`config.mk`:
```
export PLATFORM = sky130hd
export DESIGN_NAME = array_alloc_ctrl
export DESIGN_NICKNAME = d
export VERILOG_FILES = /design/src/rtl/fpga_pkg.sv /design/src/rtl/array_free_stack.sv /design/src/rtl/array_alloc_ctrl.sv
export SDC_FILE = /design/constraint.sdc
export NUM_CORES = 1
export LEC_CHECK = 0
export CORE_ASPECT_RATIO = 0.6
export CORE_MARGIN = 2
export CORE_UTILIZATION = 56
export CTS_CLUSTER_SIZE = 40
export DETAILED_ROUTE_END_ITERATION = 16
export PLACE_DENSITY_LB_ADDON = 0.15
export REMOVE_ABC_BUFFERS = 1
export SETUP_SLACK_MARGIN = 0.15
export SYNTH_ARGS = -nofsm -noshare
export SYNTH_HDL_FRONTEND = slang
export SYNTH_SLANG_ARGS = --single-unit
```
`constraint.sdc`:
```
create_clock -name clock -period 4.5 [get_ports clock]
set_input_delay 1.125 -clock clock [delete_from_list [all_inputs] [get_ports clock]]
set_output_delay 1.125 -clock clock [all_outputs]
set_load 0.01 [all_outputs]
```
`src/rtl/fpga_pkg.sv`:
```
// Shared FSM state type and default sizing for the array allocator.
// Latency: n/a (types and constants only).
// Backpressure: n/a.
package fpga_pkg;

    localparam int DefMemoryElementWidth = 12;
    localparam int DefNArea              = 10;

    typedef enum logic [1:0] {
        ST_IDLE  = 2'd0,
        ST_CLEAR = 2'd1,
        ST_ACK   = 2'd2
    } alloc_state_e;

endpackage

```
`src/rtl/array_free_stack.sv`:
```
// LIFO of released array numbers; push/pop take effect on the clock edge, top_dat is combinational.
// Latency: a pushed entry is visible on top_dat the cycle after the push.
// Backpressure: push while full and pop while empty are dropped; caller watches full/empty.
module array_free_stack
    import fpga_pkg::*;
#(
    parameter int Width = DefMemoryElementWidth,
    parameter int Depth = 64
) (
    input  logic             clock,
    input  logic             reset,
    input  logic             push,
    input  logic             pop,
    input  logic [Width-1:0] push_dat,
    output logic [Width-1:0] top_dat,
    output logic             empty,
    output logic             full
);

    localparam int PW = (Depth > 1) ? $clog2(Depth) : 1;
    localparam logic [PW:0]   DepthC = (PW + 1)'(Depth);
    localparam logic [PW:0]   CntOne = (PW + 1)'(1);
    localparam logic [PW-1:0] IdxOne = PW'(1);

    logic [Width-1:0] mem [Depth];
    logic [PW:0]      count_q;
    logic [PW-1:0]    wr_idx;
    logic [PW-1:0]    top_idx;

    assign wr_idx  = count_q[PW-1:0];
    assign top_idx = count_q[PW-1:0] - IdxOne;
    assign empty   = (count_q == '0);
    assign full    = (count_q == DepthC);
    assign top_dat = mem[top_idx];

    always_ff @(posedge clock or negedge reset) begin
        if (!reset) begin
            count_q <= '0;
        end else if (push && !pop && !full) begin
            count_q <= count_q + CntOne;
        end else if (pop && !push && !empty) begin
            count_q <= count_q - CntOne;
        end
    end

    // Simultaneous push+pop replaces the top entry in place.
    always_ff @(posedge clock) begin
        if (push && pop && !empty) begin
            mem[top_idx] <= push_dat;
        end else if (push && !pop && !full) begin
            mem[wr_idx] <= push_dat;
        end
    end

endmodule

```
`src/rtl/array_alloc_ctrl.sv`:
```
// Array allocator: LIFO reuse of freed arrays, fresh indices otherwise; optional heap clear (ARRAY_ALLOC_CLEAR_EN).
// Latency: alloc NArea+2 cycles with clear, 2 without; free acks the cycle after acceptance.
// Backpressure: level requests held until their ack; one request accepted per IDLE cycle, free first.
module array_alloc_ctrl
    import fpga_pkg::*;
#(
    parameter int MemoryElementWidth = DefMemoryElementWidth,
    parameter int NArrays            = 64,
    parameter int NArea              = DefNArea
) (
    input  logic                          clock,
    input  logic                          reset,
    input  logic                          allocReq,
    output logic                          allocAck,
    output logic [MemoryElementWidth-1:0] allocArray,
    input  logic                          freeReq,
    input  logic [MemoryElementWidth-1:0] freeArray,
    output logic                          freeAck,
    output logic                          heapWe,
    output logic [MemoryElementWidth-1:0] heapAddr,
    output logic [MemoryElementWidth-1:0] heapData,
    output logic                          sizeWe,
    output logic [MemoryElementWidth-1:0] sizeIndex,
    output logic                          busy,
    output logic                          exhausted,
    output logic [MemoryElementWidth-1:0] inUse,
    output logic [MemoryElementWidth-1:0] allocs,
    output logic                          error
);

    localparam int W = MemoryElementWidth;
    localparam logic [W:0]   NArraysC = (W + 1)'(NArrays);
    localparam logic [W:0]   FreshOne = (W + 1)'(1);
    localparam logic [W-1:0] OneW     = W'(1);

    alloc_state_e   state_q, state_d;
    logic [W-1:0]   arr_q, inuse_q, allocs_q, inuse_inc, stk_top, new_arr;
    logic [W:0]     fresh_q;
    logic           error_q, alloc_ack_q, free_ack_q, size_we_q;
    logic           stk_empty, stk_full, exhausted_c, idle;
    logic           take_free, free_ok, alloc_sel, take_alloc, alloc_denied;

    assign exhausted_c  = stk_empty && (fresh_q == NArraysC);
    assign idle         = (state_q == ST_IDLE);
    // A request is ignored in the cycle its own ack is showing, so a held level is not taken twice.
    assign take_free    = idle && freeReq && !free_ack_q;
    assign alloc_sel    = idle && !take_free && allocReq && !alloc_ack_q;
    assign take_alloc   = alloc_sel && !exhausted_c;
    assign alloc_denied = alloc_sel && exhausted_c;
    assign free_ok      = take_free && (inuse_q != '0) && ({1'b0, freeArray} < NArraysC) && !stk_full;
    assign new_arr      = stk_empty ? fresh_q[W-1:0] : stk_top;
    assign inuse_inc    = inuse_q + OneW;

    array_free_stack #(
        .Width (W),
        .Depth (NArrays)
    ) u_free_stack (
        .clock    (clock),
        .reset    (reset),
        .push     (free_ok),
        .pop      (take_alloc && !stk_empty),
        .push_dat (freeArray),
        .top_dat  (stk_top),
        .empty    (stk_empty),
        .full     (stk_full)
    );

`ifdef ARRAY_ALLOC_CLEAR_EN
    localparam int KW = (NArea > 1) ? $clog2(NArea) : 1;
    localparam logic [KW-1:0] KLast  = KW'(NArea - 1);
    localparam logic [W-1:0]  NAreaC = W'(NArea);
    localparam alloc_state_e  AfterIdle = ST_CLEAR;

    logic [KW-1:0] clr_k_q;
    logic [W-1:0]  heap_ptr_q, heap_addr_q;
    logic          heap_we_q;

    // Heap writes trail the CLEAR state by one cycle, like every other registered strobe here.
    always_ff @(posedge clock or negedge reset) begin
        if (!reset) begin
            clr_k_q     <= '0;
            heap_ptr_q  <= '0;
            heap_addr_q <= '0;
            heap_we_q   <= 1'b0;
        end else begin
            heap_we_q   <= (state_q == ST_CLEAR);
            heap_addr_q <= heap_ptr_q;
            if (take_alloc) begin
                heap_ptr_q <= new_arr * NAreaC;
                clr_k_q    <= '0;
            end else if (state_q == ST_CLEAR) begin
                heap_ptr_q <= heap_ptr_q + OneW;
                clr_k_q    <= clr_k_q + KW'(1);
            end
        end
    end

    assign heapWe   = heap_we_q;
    assign heapAddr = heap_addr_q;
`else
    localparam alloc_state_e AfterIdle = ST_ACK;

    assign heapWe   = 1'b0;
    assign heapAddr = '0;
`endif

    always_comb begin
        state_d = state_q;
        case (state_q)
            ST_IDLE:  if (take_alloc) state_d = AfterIdle;
`ifdef ARRAY_ALLOC_CLEAR_EN
            ST_CLEAR: if (clr_k_q == KLast) state_d = ST_ACK;
`endif
            ST_ACK:   state_d = ST_IDLE;
            default:  state_d = ST_IDLE;
        endcase
    end

    always_ff @(posedge clock or negedge reset) begin
        if (!reset) begin
            state_q     <= ST_IDLE;
            arr_q       <= '0;
            fresh_q     <= '0;
            inuse_q     <= '0;
            allocs_q    <= '0;
            error_q     <= 1'b0;
            alloc_ack_q <= 1'b0;
            free_ack_q  <= 1'b0;
            size_we_q   <= 1'b0;
        end else begin
            state_q     <= state_d;
            alloc_ack_q <= (state_q == ST_ACK);
            free_ack_q  <= take_free;
            size_we_q   <= take_alloc;
            if (take_alloc) begin
                arr_q <= new_arr;
                if (stk_empty) fresh_q <= fresh_q + FreshOne;
            end
            if (state_q == ST_ACK) begin
                inuse_q <= inuse_inc;
                if (inuse_inc > allocs_q) allocs_q <= inuse_inc;
            end else if (free_ok) begin
                inuse_q <= inuse_q - OneW;
            end
            if (alloc_denied || (take_free && !free_ok)) error_q <= 1'b1;
        end
    end

    assign allocAck   = alloc_ack_q;
    assign allocArray = arr_q;
    assign freeAck    = free_ack_q;
    assign heapData   = '0;
    assign sizeWe     = size_we_q;
    assign sizeIndex  = arr_q;
    assign busy       = !idle;
    assign exhausted  = exhausted_c;
    assign inUse      = inuse_q;
    assign allocs     = allocs_q;
    assign error      = error_q;

endmodule
```
==> results of run 1 <==
## path summary, 6_finish.rpt
path	to	slack [ns]	from
worst min register to register	error$_DFFE_PN0P_	0.49	error$_DFFE_PN0P_
min in group asynchronous	allocs[4]$_DFFE_PN0P_	0.71	reset
worst max register to register	allocs[11]$_DFFE_PN0P_	0.56	inUse[3]$_DFFE_PN0P_
max in group asynchronous	fresh_q[12]$_DFFE_PN0P_	2.91	reset
worst max-delay path	exhausted	0.25	u_free_stack.count_q[0]$_DFFE_PN0P_
worst min-delay path	error$_DFFE_PN0P_	0.49	error$_DFFE_PN0P_
## sequential cells by signal, summed over array words and instances, names as in the netlist
register / flops
state_q: 1
u_free_stack.count_q: 7
allocAck: 1
freeAck: 1
inUse: 12
allocArray: 12
fresh_q: 13
u_free_stack.mem: 768
error: 1
sizeWe: 1
allocs: 12
## timing repair
| item | 4_1_cts | 5_1_grt |
|---|---|---|
| setup buffers | 1 | 0 |
| pin swaps | 0 | 0 |
| hold buffers | 0 | 0 |
| resized for setup | 0 | 1 |
| setup endpoints to repair | 1 | 1 |
## cells by family after synthesis
logic type	share of synthesized area (%)
flops	74.1
simple gates	5.10
mux	12.4
compound gates	4.11
buf+inv	2.32
xor+xnor	1.08
fa+ha+maj	0.890
other cells	0.0113
## cells in the final DEF, fill, tap and decap left out, types with 49 or more instances in the layout
master	n
sky130_fd_sc_hd__a22oi_1	49
sky130_fd_sc_hd__buf_4	113
sky130_fd_sc_hd__clkbuf_16	77
sky130_fd_sc_hd__clkdlybuf4s50_1	56
sky130_fd_sc_hd__dfrtp_1	60
sky130_fd_sc_hd__edfxtp_1	768
sky130_fd_sc_hd__mux4_2	170
sky130_fd_sc_hd__nand2_1	161
sky130_fd_sc_hd__nand3_1	56
sky130_fd_sc_hd__nor2_1	85
## worst max-delay path: cells and delay by family (launching register included)
| family | cells | cell delay [ns] |
|---|---|---|
| adders and majority gates | 1 | 0.14 |
| and+or+nand+nor | 3 | 1.08 |
| DFF | 1 | 0.49 |
| buffers and inverters | 3 | 0.81 |
## routing by layer
| layer | track usage [%] | part of all wire (%) |
|---|---|---|
| met1 | 41.1 | 44 |
| met2 | 36.8 | 43 |
| met3 | 8.99 | 12 |
| met4 | 5.96 | 1.8 |
| met5 | 0 | 0 |
## where the power goes
group / internal [mW] / total [mW] / switching, mW
Clock: 3.64 / 6.35 / 2.71
Sequential: 8.62 / 8.97 / 0.351
Combinational: 3.85 / 9.71 / 5.87
Total: 16.1 / 25.0 / 8.92
## cell type report
cell class	count	area, µm²	area share (%)
clock buffer	92	1980	5.27
clock inverter	40	413	1.10
inverter	23	87.6	0.233
multi-input combinational	847	8050	21.4
sequential	829	24600	65.3
tap	781	977	2.60
timing repair buffer	185	1530	4.08
==> reports/results.ini, run 1 <==
[outcome]
run_status=finished, final reports clean

[final_layout]
fillers=4051
postLayoutCellArea_um2=37600
flow.area_growth_from_synthesis_pct=13.5
fin_cells=2797
post_route_utilization_pct=63.9
drive_gt1_share_pct=21.7
nets=1999
antenna_cells_inserted=0

[floorplan]
fp.dieW_um=318
placement_rows=69
design.die.area_um2=61300
floorplan.core_area_um2=58900
start_util_pct=56.3
die_y_um=193
ioPinCount=95

[logic_synthesis]
synth.most_common_cell=sky130_fd_sc_hd__edfxtp_1
synth_seq_cells=829
synth.area.top_cells=sky130_fd_sc_hd__edfxtp_1 70%, sky130_fd_sc_hd__mux4_2 12%, sky130_fd_sc_hd__dfrtp_1 4.6%, sky130_fd_sc_hd__nand2_1 1.8%, sky130_fd_sc_hd__a22oi_1 1.1%
syn-cell-area_um2=33200
synth_edf_count=768
yosys-top-cells-count=768 x sky130_fd_sc_hd__edfxtp_1, 170 x sky130_fd_sc_hd__mux4_2, 161 x sky130_fd_sc_hd__nand2_1, 85 x sky130_fd_sc_hd__nor2_1, 65 x sky130_fd_sc_hd__clkbuf_1
yosys_warnings=0
synth_flop_cell=sky130_fd_sc_hd__edfxtp_1
synth_area_per_cell_um2=18.3
netlist-cell-type-count=63
syn-instance-count=1809
synth_seq_area_share_pct=74.1
asyncSetResetFlopFracSynth_pct=7.36
synth_top_cell_area_share_pct=69.5
yosysTopAreaCell=sky130_fd_sc_hd__edfxtp_1

[sta]
max-slew-margin-rel_pct=12.1
crit_share_post_route_pct=94.5
finalSetupTns_ns=0
hold_slack_ns=0.492
setup_slack_ns=0.250
achievable-frequency_mhz=235
setup_repair_after_global_routing_missed_its_margin=no
skew_ns=0.0124
pin_slew_with_the_least_headroom_to_its_limit_ns=1.32
setup_viol=0
minimum_clock_period_ns=4.25
hold_violations=0
final_max_slew_viol_count=0

[setup_path]
reg2regPathDepth=11
cp_slowest_cell=sky130_fd_sc_hd__clkdlybuf4s50_1
arrival_ns=3.13
crit_path_end_kind=primary output
crit_path_cell_trace=clkinv_1 > ha_4 > or3b_2 > or4_4 > nor2_1 > buf_4 > clkdlybuf4s50_1
required_ns=3.38
setup_crit_start_kind=register
critPathMaxStageDelay_ns=0.54
setup.worst_path.class=register to primary output
cp_max_fo=5

[global_routing]
antenna_violations_before_repair=0
grtUsageTotal_pct=26.6
grt_pass1_vias=17100
globalRouteOverflowTotal=0
maximum_number_of_pins_on_one_net_before_global_route_repair=93
grt_pass1_wl_um=117000

[placed_design]
io_buffers=69
post_dp_cell_area_um2=35200
place_worst_setup_slack_ns=0.466
globalplace.congestion=0.878
detailedPlacementHpwl_um=50400
numPlacedInstances=2664

[drt]
avgViaCountPerCell=6.32
avgRoutedWirePerCell_um=28.7
antenna_violating_nets_post_route=0
drc=0
route.vias.total=17700
number_of_detailed_route_iterations_in_the_first_pass=5
drt_first_iter_violations=2329
detail_route.wirelength_um=80400

[cts]
clock_tree_from_tritoncts=done
path_clk_slew_ns=0.06
clock_tree.htree_level_count=3
worstSkewPairLatency_ns=0.61
cts.sinks=829
tritoncts.num_buffers=74
clk_path_buf_depth=3
cts.root.buffer_cell=sky130_fd_sc_hd__clkbuf_16

[power]
power_mw=25.0
ir_drop_mv=0.481
power_density_nw_per_um2=665
leakage_nw=12.4

[min_path]
worst_hold_path_type=register to register
whs_path_depth=2

[job]
cap_viol_max_count=0

(Power assumes the default switching activity.)
==> run 2: changes to the inputs <==
--- a/config.mk
+++ b/config.mk
@@ -5,6 +5,7 @@
 export SDC_FILE = /design/constraint.sdc
 export NUM_CORES = 1
 export LEC_CHECK = 0
+export ABC_CLOCK_PERIOD_IN_PS = 4500
 export CORE_ASPECT_RATIO = 0.6
 export CORE_MARGIN = 2
 export CORE_UTILIZATION = 56
@@ -13,6 +14,7 @@
 export PLACE_DENSITY_LB_ADDON = 0.15
 export REMOVE_ABC_BUFFERS = 1
 export SETUP_SLACK_MARGIN = 0.15
+export SKIP_LAST_GASP = 1
 export SYNTH_ARGS = -nofsm -noshare
 export SYNTH_HDL_FRONTEND = slang
 export SYNTH_SLANG_ARGS = --single-unit
==> results of run 2 <==
No change in the layout: final DEF, timing and power equal those of run 1.
